## src/rtl/vcr_pkg.sv

```systemverilog
// Shared VCR address map and error-bit layout, also consumed by the EZ-USB firmware header generator.
package vcr_pkg;

    localparam logic [7:0] VCR_HS_ON      = 8'h80;
    localparam logic [7:0] VCR_HS_OFF     = 8'h81;
    localparam logic [7:0] VCR_APP_MODE   = 8'h82;
    localparam logic [7:0] VCR_LIMIT_MIN  = 8'h83;
    localparam logic [7:0] VCR_IO_STATUS  = 8'h84;
    localparam logic [7:0] VCR_OUT_LIMIT  = 8'h85;
    localparam logic [7:0] VCR_MODE_LIMIT = 8'h86;
    localparam logic [7:0] VCR_MODE_FREE  = 8'h87;
    localparam logic [7:0] VCR_ECHO       = 8'h88;
    localparam logic [7:0] VCR_FPGA_ID    = 8'h8A;
    localparam logic [7:0] VCR_SOFT_RESET = 8'h8B;
    localparam logic [7:0] VCR_ERR        = 8'h8C;
    localparam logic [7:0] VCR_ID_DATA    = 8'hA1;
    localparam logic [7:0] VCR_APP_BASE   = 8'h90;

    localparam int ERR_BAD_ADDR  = 0;
    localparam int ERR_OVERRUN   = 1;
    localparam int ERR_COLLISION = 2;
    localparam int ERR_W         = 3;

    // Wide enough to index past the largest register/status window before saturating.
    localparam int BIDX_W = 5;

    function automatic logic is_app_addr(input logic [7:0] a, input int n_regs);
        return (int'(a) >= int'(VCR_APP_BASE)) && (int'(a) < int'(VCR_APP_BASE) + n_regs);
    endfunction

endpackage

```

## src/rtl/vcr_strobe_sync.sv

```systemverilog
// Brings one asynchronous VCR strobe into the IFCLK domain as a single-cycle rising-edge pulse.
module vcr_strobe_sync (
    input  logic i_clk,
    input  logic i_rst,
    input  logic i_strobe,
    output logic o_pulse
);

    // [0],[1] are the synchroniser, [2] is the edge-detect history.
    logic [2:0] r_sh;

    always_ff @(posedge i_clk) begin
        if (i_rst) begin
            r_sh <= '0;
        end else begin
            r_sh <= {r_sh[1:0], i_strobe};
        end
    end

    assign o_pulse = r_sh[1] & ~r_sh[2];

endmodule

```

## src/rtl/vcr_regfile.sv

```systemverilog
// Second-generation VCR endpoint: strobe-driven command/register file between the EZ-USB
// control path and the IFCLK-domain hs_io, output-limit and application logic.
module vcr_regfile
    import vcr_pkg::*;
#(
    parameter int          N_APP_REGS     = 4,
    parameter int          REG_BYTES      = 4,
    parameter int          ECHO_DEPTH     = 4,
    parameter int          STATUS_BYTES   = 6,
    parameter int          RESET_TIMER_W  = 4,
    parameter logic [15:0] BITSTREAM_TYPE = 16'h0002
) (
    input  logic                                IFCLK,
    input  logic                                RESET,
    input  logic                                CS,
    input  logic [7:0]                          vcr_in,
    output logic [7:0]                          vcr_out,
    input  logic                                clk_vcr_addr,
    input  logic                                clk_vcr_data,
    input  logic [2:0]                          FPGA_ID,
    input  logic [8*STATUS_BYTES-1:0]           status_in,
    input  logic [15:0]                         output_limit,
    output logic                                hs_en,
    output logic                                output_mode_limit,
    output logic [15:0]                         output_limit_min,
    output logic                                reg_output_limit,
    output logic [8*REG_BYTES*N_APP_REGS-1:0]   app_regs,
    output logic [N_APP_REGS-1:0]               app_reg_wr,
    output logic                                RESET_OUT
);

    localparam int ECHO_AW = $clog2(ECHO_DEPTH);

    // Handshake: each rising edge of clk_vcr_addr / clk_vcr_data is exactly one transfer while CS
    // is high; the EZ-USB samples vcr_out before raising clk_vcr_data, which then advances byte_idx.
    logic w_addr_pulse;
    logic w_data_pulse;
    logic w_addr_en;
    logic w_data_en;
    logic w_collision;
    logic w_idle;
    logic [REG_BYTES-1:0][7:0] w_commit;
    logic [7:0] w_rd_byte;

    logic [7:0]                                 r_vcr_addr;
    logic [BIDX_W-1:0]                          r_byte_idx;
    logic [ERR_W-1:0]                           r_err;
    logic                                       r_hs_en;
    logic                                       r_mode_limit;
    logic [15:0]                                r_limit_min;
    logic                                       r_reg_ol;
    logic [N_APP_REGS-1:0][8*REG_BYTES-1:0]     r_app;
    logic [N_APP_REGS-1:0]                      r_app_wr;
    logic [REG_BYTES-1:0][7:0]                  r_shadow;
    logic [ECHO_DEPTH-1:0][7:0]                 r_echo;
    logic [RESET_TIMER_W-1:0]                   r_reset_timer;
    logic [7:0]                                 r_vcr_out;

    vcr_strobe_sync u_addr_sync (
        .i_clk    (IFCLK),
        .i_rst    (RESET),
        .i_strobe (clk_vcr_addr),
        .o_pulse  (w_addr_pulse)
    );

    vcr_strobe_sync u_data_sync (
        .i_clk    (IFCLK),
        .i_rst    (RESET),
        .i_strobe (clk_vcr_data),
        .o_pulse  (w_data_pulse)
    );

    assign w_addr_en   = w_addr_pulse & CS;
    assign w_collision = w_addr_en & w_data_pulse;
    assign w_data_en   = w_data_pulse & CS & ~w_addr_pulse;
    assign w_idle      = ~(w_addr_en | (w_data_pulse & CS));

    always_comb begin
        w_commit              = r_shadow;
        w_commit[REG_BYTES-1] = vcr_in;
    end

    always_ff @(posedge IFCLK) begin
        if (RESET) begin
            r_vcr_addr    <= '0;
            r_byte_idx    <= '0;
            r_err         <= '0;
            r_hs_en       <= 1'b0;
            r_mode_limit  <= 1'b1;
            r_limit_min   <= '0;
            r_reg_ol      <= 1'b0;
            r_app         <= '0;
            r_app_wr      <= '0;
            r_shadow      <= '0;
            r_echo        <= '0;
            r_reset_timer <= '0;
        end else begin
            r_reg_ol <= 1'b0;
            r_app_wr <= '0;
            if (w_idle && !(&r_reset_timer)) begin
                r_reset_timer <= r_reset_timer + RESET_TIMER_W'(1);
            end

            if (w_addr_en) begin
                r_vcr_addr <= vcr_in;
                r_byte_idx <= '0;
                r_shadow   <= '0;
                if (w_collision) begin
                    r_err[ERR_COLLISION] <= 1'b1;
                end
                case (vcr_in)
                    VCR_HS_ON:      r_hs_en      <= 1'b1;
                    VCR_HS_OFF:     r_hs_en      <= 1'b0;
                    VCR_MODE_LIMIT: r_mode_limit <= 1'b1;
                    VCR_MODE_FREE:  r_mode_limit <= 1'b0;
                    VCR_OUT_LIMIT:  r_reg_ol     <= 1'b1;
                    // Soft reset mirrors RESET but leaves hs_en and the echo contents alone.
                    VCR_SOFT_RESET: begin
                        r_vcr_addr    <= '0;
                        r_err         <= '0;
                        r_mode_limit  <= 1'b1;
                        r_limit_min   <= '0;
                        r_app         <= '0;
                        r_reset_timer <= '0;
                    end
                    VCR_APP_MODE, VCR_LIMIT_MIN, VCR_IO_STATUS, VCR_ECHO,
                    VCR_FPGA_ID, VCR_ERR, VCR_ID_DATA: ;
                    default: begin
                        if (!is_app_addr(vcr_in, N_APP_REGS)) begin
                            r_err[ERR_BAD_ADDR] <= 1'b1;
                        end
                    end
                endcase
            end else if (w_data_en) begin
                if (r_byte_idx != '1) begin
                    r_byte_idx <= r_byte_idx + BIDX_W'(1);
                end
                if (r_vcr_addr == VCR_APP_MODE) begin
                    r_app[0][7:0] <= vcr_in;
                    r_app_wr[0]   <= 1'b1;
                end
                if (r_vcr_addr == VCR_LIMIT_MIN) begin
                    if (r_byte_idx == '0) begin
                        r_limit_min[7:0] <= vcr_in;
                    end else if (r_byte_idx == BIDX_W'(1)) begin
                        r_limit_min[15:8] <= vcr_in;
                    end
                end
                if (r_vcr_addr == VCR_ECHO) begin
                    r_echo[r_byte_idx[ECHO_AW-1:0]] <= vcr_in;
                end
                for (int i = 0; i < N_APP_REGS; i++) begin
                    if (r_vcr_addr == VCR_APP_BASE + 8'(i)) begin
                        if (r_byte_idx < BIDX_W'(REG_BYTES)) begin
                            for (int b = 0; b < REG_BYTES; b++) begin
                                if (r_byte_idx == BIDX_W'(b)) begin
                                    r_shadow[b] <= vcr_in;
                                end
                            end
                            if (r_byte_idx == BIDX_W'(REG_BYTES - 1)) begin
                                r_app[i]    <= w_commit;
                                r_app_wr[i] <= 1'b1;
                            end
                        end else begin
                            r_err[ERR_OVERRUN] <= 1'b1;
                        end
                    end
                end
            end
        end
    end

    always_comb begin
        w_rd_byte = '0;
        case (r_vcr_addr)
            VCR_IO_STATUS: begin
                for (int s = 0; s < STATUS_BYTES; s++) begin
                    if (r_byte_idx == BIDX_W'(s)) begin
                        w_rd_byte = status_in[8*s +: 8];
                    end
                end
            end
            VCR_OUT_LIMIT: begin
                if (r_byte_idx == '0) begin
                    w_rd_byte = output_limit[7:0];
                end else if (r_byte_idx == BIDX_W'(1)) begin
                    w_rd_byte = output_limit[15:8];
                end
            end
            VCR_ECHO:    w_rd_byte = r_echo[r_byte_idx[ECHO_AW-1:0]] ^ 8'h5A;
            VCR_FPGA_ID: w_rd_byte = {5'b0, FPGA_ID};
            VCR_ERR:     w_rd_byte = {5'b0, r_err};
            VCR_ID_DATA: begin
                if (r_byte_idx == '0) begin
                    w_rd_byte = BITSTREAM_TYPE[7:0];
                end else if (r_byte_idx == BIDX_W'(1)) begin
                    w_rd_byte = BITSTREAM_TYPE[15:8];
                end
            end
            default: begin
                for (int i = 0; i < N_APP_REGS; i++) begin
                    for (int b = 0; b < REG_BYTES; b++) begin
                        if (r_vcr_addr == VCR_APP_BASE + 8'(i) && r_byte_idx == BIDX_W'(b)) begin
                            w_rd_byte = r_app[i][8*b +: 8];
                        end
                    end
                end
            end
        endcase
    end

    // Registered every cycle so the byte is settled long before the next data strobe lands.
    always_ff @(posedge IFCLK) begin
        if (RESET) begin
            r_vcr_out <= '0;
        end else begin
            r_vcr_out <= w_rd_byte;
        end
    end

    assign vcr_out           = r_vcr_out;
    assign hs_en             = r_hs_en;
    assign output_mode_limit = r_mode_limit;
    assign output_limit_min  = r_limit_min;
    assign reg_output_limit  = r_reg_ol;
    assign app_regs          = r_app;
    assign app_reg_wr        = r_app_wr;
    assign RESET_OUT         = ~(&r_reset_timer);

endmodule

```

## config.mk

```make
export PLATFORM = sky130hd
export DESIGN_NAME = vcr_regfile
export DESIGN_NICKNAME = d
export VERILOG_FILES = /design/src/rtl/vcr_pkg.sv /design/src/rtl/vcr_strobe_sync.sv /design/src/rtl/vcr_regfile.sv
export SDC_FILE = /design/constraint.sdc
export NUM_CORES = 1
export LEC_CHECK = 0
export BUFFER_PORTS_ARGS = -buffer_cell sky130_fd_sc_hd__buf_2
export CAP_MARGIN = 10
export CORE_ASPECT_RATIO = 0.8
export CORE_UTILIZATION = 50
export DETAILED_ROUTE_END_ITERATION = 10
export PLACE_DENSITY = 0.73
export SYNTH_ARGS = -nofsm -noshare
export SYNTH_HDL_FRONTEND = slang
export SYNTH_SLANG_ARGS = --single-unit
```

## constraint.sdc

```tcl
create_clock -name IFCLK -period 5.6 [get_ports IFCLK]
set_input_delay 0.84 -clock IFCLK [delete_from_list [all_inputs] [get_ports IFCLK]]
set_output_delay 0.84 -clock IFCLK [all_outputs]
set_load 0.01 [all_outputs]
```

==> results of run 1 <==
==> layout make-up <==
cell class | instances | share of cell area (%)
clock buffer | 37 | 5.35
clock inverter | 9 | 0.947
inverter | 10 | 0.279
sequential | 241 | 35.8
multi-input combinational | 1067 | 44.8
tap | 306 | 2.84
timing repair buffer | 258 | 9.98
==> worst max-delay path, cell delays in order, from the launching register on <==
cell	delay, ps
dfxtp_1	540
inv_1	190
ha_1	830
or4b_1	640
nor2_1	780
a221oi_1	190
o31a_1	330
o21ai_0	80
o211ai_1	220
a2111oi_2	360
==> cell usage in the layout, fill, tap and decap left out, drive strengths merged, types with 6 or more instances in the layout <==
| cell | netlist | final |
|---|---|---|
| mux4 | 8 | 8 |
| dfxtp | 241 | 241 |
| a22o | 6 | 6 |
| a221o | 8 | 8 |
| a31oi | 14 | 14 |
| nor3 | 28 | 28 |
| mux2i | 37 | 37 |
| buf | 28 | 258 |
| nand3 | 161 | 161 |
| a221oi | 14 | 14 |
| o211ai | 12 | 12 |
| inv | 10 | 11 |
| a22oi | 10 | 10 |
| o221ai | 6 | 6 |
| a21oi | 188 | 188 |
| nor2b | 13 | 13 |
| nor3b | 10 | 10 |
| nand4 | 10 | 10 |
| nor2 | 127 | 127 |
| and3 | 11 | 11 |
| ha | 6 | 6 |
| clkbuf | 105 | 37 |
| nor4 | 7 | 7 |
| a32oi | 10 | 10 |
| and2 | 7 | 7 |
| o21ai | 43 | 43 |
| a211oi | 15 | 15 |
| o22ai | 18 | 18 |
| nand2 | 219 | 219 |
==> per-layer routing <==
metal / part of all wire [%] / GRT usage, % / vias to the layer above
met5: 0 / 0 / -
met4: 3.9 / 14.1 / 0
met3: 15 / 10.1 / 124
met2: 41 / 56.6 / 972
met1: 40 / 54.5 / 5860
li1: - / - / 5528
==> registers in the layout, indices dropped and copies added, names as in the netlist <==
name / flops
app_reg_wr: 4
app_regs: 128
hs_en: 1
output_limit_min: 16
output_mode_limit: 1
r_byte_idx: 5
r_echo: 32
r_err: 3
r_reset_timer: 4
r_shadow: 24
r_vcr_addr: 8
reg_output_limit: 1
u_addr_sync.r_sh: 3
u_data_sync.r_sh: 3
vcr_out: 8
==> kinds of logic after synthesis <==
logic type                 count (synthesis)  synth area share, %
and+or+nand+nor                          632                 26.4
AOI/OAI and AO/OA                        380                 20.5
DFF                                      241                 42.3
buffers and inverters                    143                 5.02
muxes                                     45                 4.82
adders and majority gates                  6                0.658
xor gates and xnor gates                   4                0.307
==> per-stage QoR <==
step | power (uW) | worst slack (ps) | cells | area, um^2 | util (%)
after floorplan | 1850 | 2840 | 1451 | 11400 | -
after global placement | 1920 | 1590 | 1882 | 12600 | 56.3
after detailed placement | 1920 | 1520 | 1882 | 12600 | 56.3
after CTS | 3620 | 1510 | 1928 | 13500 | 60.1
after global routing | 3710 | 1070 | 1928 | 13500 | 60.1
final | 3620 | 1340 | 1928 | 13500 | 60.1
==> power by group <==
group	total, uW	switching (uW)	internal [uW]	leakage [uW]
clock	1730	704	1030	0.000419
sequential	1730	7.48	1720	0.00194
combinational	160	112	47.9	0.00307
total	3620	824	2800	0.00543
==> cells in the mapped netlist (all sizes together) (4+ instances only) <==
| cell | number |
|---|---|
| nor3b | 10 |
| buf | 28 |
| o31ai | 5 |
| nand2b | 4 |
| a221o | 8 |
| a211oi | 15 |
| o21a | 4 |
| nand3b | 5 |
| dfxtp | 241 |
| a2111oi | 4 |
| clkbuf | 105 |
| o211ai | 12 |
| nand2 | 219 |
| a21oi | 188 |
| nor4 | 7 |
| a22oi | 10 |
| a32oi | 10 |
| and3 | 11 |
| or3 | 5 |
| nor2 | 127 |
| nor4b | 5 |
| o22ai | 18 |
| a31oi | 14 |
| ha | 6 |
| a211o | 5 |
| nor2b | 13 |
| mux2i | 37 |
| mux4 | 8 |
| o21ai | 43 |
| nand3 | 161 |
| a22o | 6 |
| or4b | 5 |
| a221oi | 14 |
| inv | 10 |
| nand4 | 10 |
| nor3 | 28 |
| and2 | 7 |
| o221ai | 6 |
==> path summary, 6_finish.rpt <==
kind | end
worst max-delay path | vcr_out[1]
worst min-delay path | u_data_sync.r_sh[1]
worst max register to register | vcr_out[1]
worst min register to register | u_data_sync.r_sh[1]
==> reports/metrics.cfg, run 1 <==
[hold_path]
hold_path.class=flop to flop
min-delay-start=u_data_sync.r_sh[0]
hold_path_depth=1

[clock_network]
clock_path_buffers=3
ctsResizeCount=0
cts_tree=done
cts_buffers=25
postCtsHoldBufs=0
clk_latency_ps=540
clock_sinks=241
path_clk_slew_ps=60
postCtsSetupRepairBufs=0
htree_levels=1
clock_tree.root_cell=clkbuf_16

[routing]
num_vias=12500
routed_via_density=6.48
wl_um=46000
ant_nets=0
drtIter0Drc=1818
wire_per_inst_um=23.9
drc=0
first_pass_iters=6

[critical_path]
cp.required_ps=6020
reg2reg_slack_ps=1340
startpoint=r_byte_idx[0]
reg2reg_from=r_byte_idx[0]
cp-start-kind=flop
crit_fanout=23
rr_worst_depth=9
crit_path_end_kind=flop
cp.arrival_ps=4690
worstSetupPathType=flop to flop

[global_routing]
grt_util_all_layers_pct=38.7
grt_max_degree=114
antenna_found_initial=0
grt_pass1_vias=11000
grt-ovfl-total=0
grt_pass1_wl_um=67900

[sta]
fmax_ghz=0.235
hold_violations=0
tightest_slew_ps=1250
slew_headroom_pct=16.1
fin_crit_sh_pct=76.1
fin_skew_ps=21.5
fin_tns_setup_ps=0
period_needed_ps=4260
maxSlewViolCount=0
finalSetupViolCount=0
rsz0062_at_grt=false
hold_ws_ps=448

[die]
dieArea_um2=23400
die_h_um=137
row_count=49
die_w_um=171
io_pins=240
core_region_area_um2=22400
start_util_pct=50.9

[yosys]
synth-seq-cells=241
async_flop_share_pct=0
synth_edf_count=0
syn_inst=1451
synth_top_area_share_pct=42.3
synthFlopType=dfxtp_1
synth.distinct_cells=66
synth.area.top_cells=dfxtp_1 42%, a21oi_1 8.2%, nand2_1 7.2%
avgSynthCellArea_um2=7.87
synth_area_um2=11400
seq_area_frac_synth_pct=42.3
ys_warn_count=0
synth_top_cell_by_area=dfxtp_1
synthesis.nets=1537

[pwr]
p_leak_uw=0.00543
power.density_nw_per_um2=269
max-vdd-ir-drop_v=0.000239

[finish]
layout.nets=1689
nFillCells=2073
regArea_um2=4820
drive_gt1_share_pct=20.0
synthToLayoutAreaGrowth_pct=18.1
diodes=0
multiInputGateArea_um2=6040

[placed_design]
io_buffers=239
gp_congestion=0.999
hpwl_um=32700

[outcome]
outcome=complete, no violations

[flow_run]
drv_cap=0

No activity file was read; power rests on OpenSTA's default activity.
==> inputs of run 2 (changes only) <==
PLACE_DENSITY = 0.76   (was 0.73)
clock period = 3.9 ns   (was 5.6 ns; I/O delays follow)
==> run 2 against run 1 <==
Net effect: wire length is 2.0% higher; maximum frequency grew 25%; non-clock buffer count rose by 20; combinational power is 49% higher; register-to-register slack worse by 840 ps; setup slack worse by 840 ps; global-route usage hardly changed; critical path depth is 1 higher; via count increased by 1.9%; hold slack worse by 160 ps; largest power group is now clock; highest routed layer unchanged.
==> reports/metrics.cfg, run 2 (synthesized netlist as in run 1, its figures left out) <==
[outcome]
outcome=complete, no violations

[die]
start_util_pct=50.9
dieArea_um2=23400
die_h_um=137
row_count=49
core_region_area_um2=22400
io_pins=240
die_w_um=171

[critical_path]
cp.required_ps=4340
crit_chain=inv_1, ha_1, or4b_1, nor2_1, buf_4, a221oi_1, o31ai_1, a21o_1, nor2_1, a211oi_1
crit_top_cell=nor2_1
crit_path_end_kind=flop
worstSetupPathType=flop to flop
slowest_stage=or4b_1
cp.arrival_ps=3840
startpoint=r_byte_idx[1]
max_stage_delay_ps=600
crit_fanout=13
cp-start-kind=flop
reg2reg_from=r_byte_idx[1]

[clock_network]
cts_tree=done
postCtsSetupRepairBufs=0
clock_path_buffers=3
clock_tree.root_cell=clkbuf_16
htree_levels=1
clk_latency_ps=540
cts_buffers=24
ctsResizeCount=0
clock_sinks=241
postCtsHoldBufs=0
path_clk_slew_ps=60

[flow_run]
drv_cap=0

[hold_path]
min-delay-start=clk_vcr_data
hold_path.class=input port to flop

[finish]
layout_common_cells=241 x dfxtp_1, 238 x buf_2, 218 x nand2_1
layout.nets=1708
finish.utilization_pct=60.8
fin_cells=1945
final_common_cell=dfxtp_1
synthToLayoutAreaGrowth_pct=19.5
drive_gt1_share_pct=21.2
diodes=0
largest_register_ff_count=128

[pwr]
fin_total_pwr_uw=5210
clkPwrFrac_pct=47.8
share_comb_of_total_power_pct=4.6
pwr-share-seq_pct=47.6
max-vdd-ir-drop_v=0.000262
net-switching-power_uw=1190
swShare_pct=22.9
power.density_nw_per_um2=382
p_int_uw=4010
p_leak_uw=0.00553

[global_routing]
grt_pass1_vias=11000
grt-ovfl-total=0
grt_util_all_layers_pct=38.7
grt_max_degree=82
antenna_found_initial=0
grt_pass1_wl_um=67700

[routing]
wire_per_inst_um=24.1
num_vias=12700
wl_met1_um=19000
route.met3.wl_um=6690
wl_um=47000
ant_nets=0
first_pass_iters=6
routed_via_density=6.54
drtIter0Drc=2147
routed.top_layer=met4
drc=0
wl_met2_um=19400

[sta]
fin_skew_ps=16.4
slew_headroom_pct=32.4
tightest_slew_ps=1010
fin_crit_sh_pct=87.2
finalSetupViolCount=0
hold_violations=0
maxSlewViolCount=0
rsz0062_at_grt=false
period_needed_ps=3400
fmax_ghz=0.294
fin_tns_setup_ps=0

[placed_design]
io_buffers=239
dp.cells=1902
hpwl_um=33600
gp_congestion=1.02

-- run 2: cell types whose count changed in the layout (fill, tap and decap cells not counted) --
cell and delta:
nor2_1 -1, bufinv_16 -1, nor2_2 +1, inv_6 -1, buf_4 +19, clkbuf_1 -4, buf_12 +1, clkbuf_8 +4
clkinvlp_4 +1, clkinv_4 -1, clkinv_2 -1
-- run 2: through the flow --
stage	area [um^2]	hold WS, ps	worst slack (ps)
final	13600	285	501
after floorplan	11400	414	1150
after global placement	12800	445	617
after global routing	13600	309	438
after CTS	13600	290	621
after detailed placement	12800	446	641
-- run 2: critical path: cells and delay by family (launching register included) --
kind | cells | cell delay (ps)
compound gates | 4 | 1010
fa+ha+maj | 1 | 180
buf+inv | 2 | 430
flops | 1 | 510
simple gates | 3 | 1190
-- run 2: per-layer routing --
layer / global-route usage, % / vias up
met5: 0 / -
met4: 14.5 / 0
met3: 7.43 / 140
met2: 56.3 / 1067
met1: 56.4 / 5944
li1: - / 5565
-- run 2: worst paths after layout --
check,endpoint,slack (ps),cells past startpoint
worst max-delay path,vcr_out[7],500,10
worst min-delay path,u_data_sync.r_sh[0],280,2
worst min register to register,u_data_sync.r_sh[2],460,1
worst max register to register,vcr_out[7],500,10
-- run 2: area by class of cell --
| class | count | area (um^2) |
|---|---|---|
| multi-input combinational | 1067 | 6040 |
| tap | 306 | 383 |
| inverter | 10 | 37.5 |
| fill | 2106 | 8800 |
| clock inverter | 6 | 82.6 |
| timing repair buffer | 278 | 1510 |
| sequential | 241 | 4820 |
| clock buffer | 37 | 761 |
-- run 2: power groups by stage --
stage / Sequential [uW] / Combinational, uW / Clock, uW
detailed placement: 2530 / 228 / 0
finish: 2480 / 238 / 2490
floorplan: 2530 / 128 / 0
CTS: 2480 / 229 / 2480
global route: 2480 / 248 / 2580
global placement: 2530 / 227 / 0
==> inputs of run 3 (changes only) <==
BUFFER_PORTS_ARGS = -buffer_cell sky130_fd_sc_hd__buf_4   (was -buffer_cell sky130_fd_sc_hd__buf_2)
==> run 3 against run 2 <==
Net effect: largest power group is now registers; largest cell class unchanged; critical endpoint is now vcr_out[1]; register-to-register slack worse by 100 ps; via count is 1.1% lower; final cell count is 0.21% higher; sequential share of layout area is 1.5 points lower; critical path depth is 2 lower.
==> reports/metrics.cfg, run 3 (synthesized netlist as in run 1, its figures left out) <==
[outcome]
outcome=complete, no violations

[sta]
fin_crit_sh_pct=89.7
fin_skew_ps=10.7
slew_headroom_pct=23.9
period_needed_ps=3500
finalSetupViolCount=0
hold_violations=0
tightest_slew_ps=1140
maxSlewViolCount=0
rsz0062_at_grt=false
fmax_ghz=0.286
fin_tns_setup_ps=0

[routing]
wire_per_inst_um=24.5
wl_um=47700
num_vias=12600
drtIter0Drc=1937
routed_via_density=6.46
drc=0
first_pass_iters=6
ant_nets=0

[hold_path]
hold_path.class=input port to flop
min-delay-start=clk_vcr_addr

[critical_path]
crit_chain=ha_1, or4b_1, nor4_4, a221o_1, o211ai_1, nand3_1, a21oi_1, a2111oi_2
cp.arrival_ps=3930
slowest_stage=or4b_1
startpoint=r_byte_idx[1]
worstSetupPathType=flop to flop
crit_path_end_kind=flop
reg2reg_slack_ps=400
crit_fanout=16
crit_buf_inv=0
cp-start-kind=flop
cp.required_ps=4330
reg2reg_from=r_byte_idx[1]
max_stage_delay_ps=810
crit_family=simple AND/OR/NAND/NOR gates

[finish]
layout.nets=1711
finish.utilization_pct=63.5
drive_gt1_share_pct=21.1
layout_common_cells=277 x buf_4, 241 x dfxtp_1, 218 x nand2_1
largest_register_ff_count=128
synthToLayoutAreaGrowth_pct=24.8
diodes=0
final_common_cell=buf_4

[global_routing]
grt_pass1_wl_um=69800
grt_util_all_layers_pct=40.2
grt_pass1_vias=11300
grt_max_degree=100
grt-ovfl-total=0
antenna_found_initial=0

[clock_network]
clk_latency_ps=530
path_clk_slew_ps=60
htree_levels=1
cts_tree=done
clock_tree.root_cell=clkbuf_16
cts_buffers=25
clock_sinks=241
ctsResizeCount=0
clock_path_buffers=3
postCtsSetupRepairBufs=0
postCtsHoldBufs=0

[die]
core_region_area_um2=22400
start_util_pct=50.9
row_count=49
die_w_um=171
die_h_um=137
dieArea_um2=23400
io_pins=240

[pwr]
power.density_nw_per_um2=365
p_leak_uw=0.00559
max-vdd-ir-drop_v=0.000276
fin_total_pwr_uw=5190

[placed_design]
hpwl_um=33700
io_buffers=239
gp_congestion=0.995

[flow_run]
drv_cap=0

run 3: cell count changes in the layout (fill, tap and decap cells not counted), moves of 2 or more:
cell / previous run / this run
buf_4: 38 / 277
clkbuf_8: 9 / 6
nor2_2: 3 / 1
buf_2: 238 / 0
inv_6: 0 / 2
nor2_1: 124 / 126
clkbuf_1: 3 / 6
run 3: per-stage QoR:
step	setup WS [ps]	area, um^2	cells	hold slack (ps)
global placement	601	13400	1904	424
finish	400	14200	1949	274
floorplan	1150	11400	1451	414
CTS	487	14200	1949	271
global route	195	14200	1949	272
detailed placement	533	13400	1904	433
run 3: final timing paths:
kind,endpoint,depth (start not counted)
worst max register to register,vcr_out[1],8
worst max-delay path,vcr_out[1],8
worst min-delay path,u_addr_sync.r_sh[0],2
worst min register to register,u_data_sync.r_sh[1],1
run 3: area by class of cell:
type	instances	area (um^2)
clock buffer	37	731
clock inverter	8	97.6
fill	1997	8200
inverter	10	37.5
multi-input combinational	1067	6030
sequential	241	4820
tap	306	383
timing repair buffer	280	2130
run 3: worst reg2reg max path, cell delays in order (launching register included):
cell and delay (ps):
dfxtp_1 690, ha_1 280, or4b_1 810, nor4_4 740, a221o_1 260, o211ai_1 90, nand3_1 120, a21oi_1 60
a2111oi_2 350
run 3: metal layers:
metal | vias up | wire [um] | GRT usage [%] | share of wire, %
met5 | - | 0 | 0 | 0
met3 | 135 | 7260 | 14.2 | 15
met1 | 5880 | 19200 | 56.0 | 40
li1 | 5574 | - | - | -
met4 | 0 | 1800 | 15.9 | 3.8
met2 | 993 | 19500 | 56.1 | 41
run 3: where the power goes:
| part | internal, uW | switching, uW | leakage, uW |
|---|---|---|---|
| registers | 2470 | 10.3 | 0.00194 |
| clock network | 1430 | 1020 | 0.000411 |
| logic | 95.7 | 163 | 0.00323 |
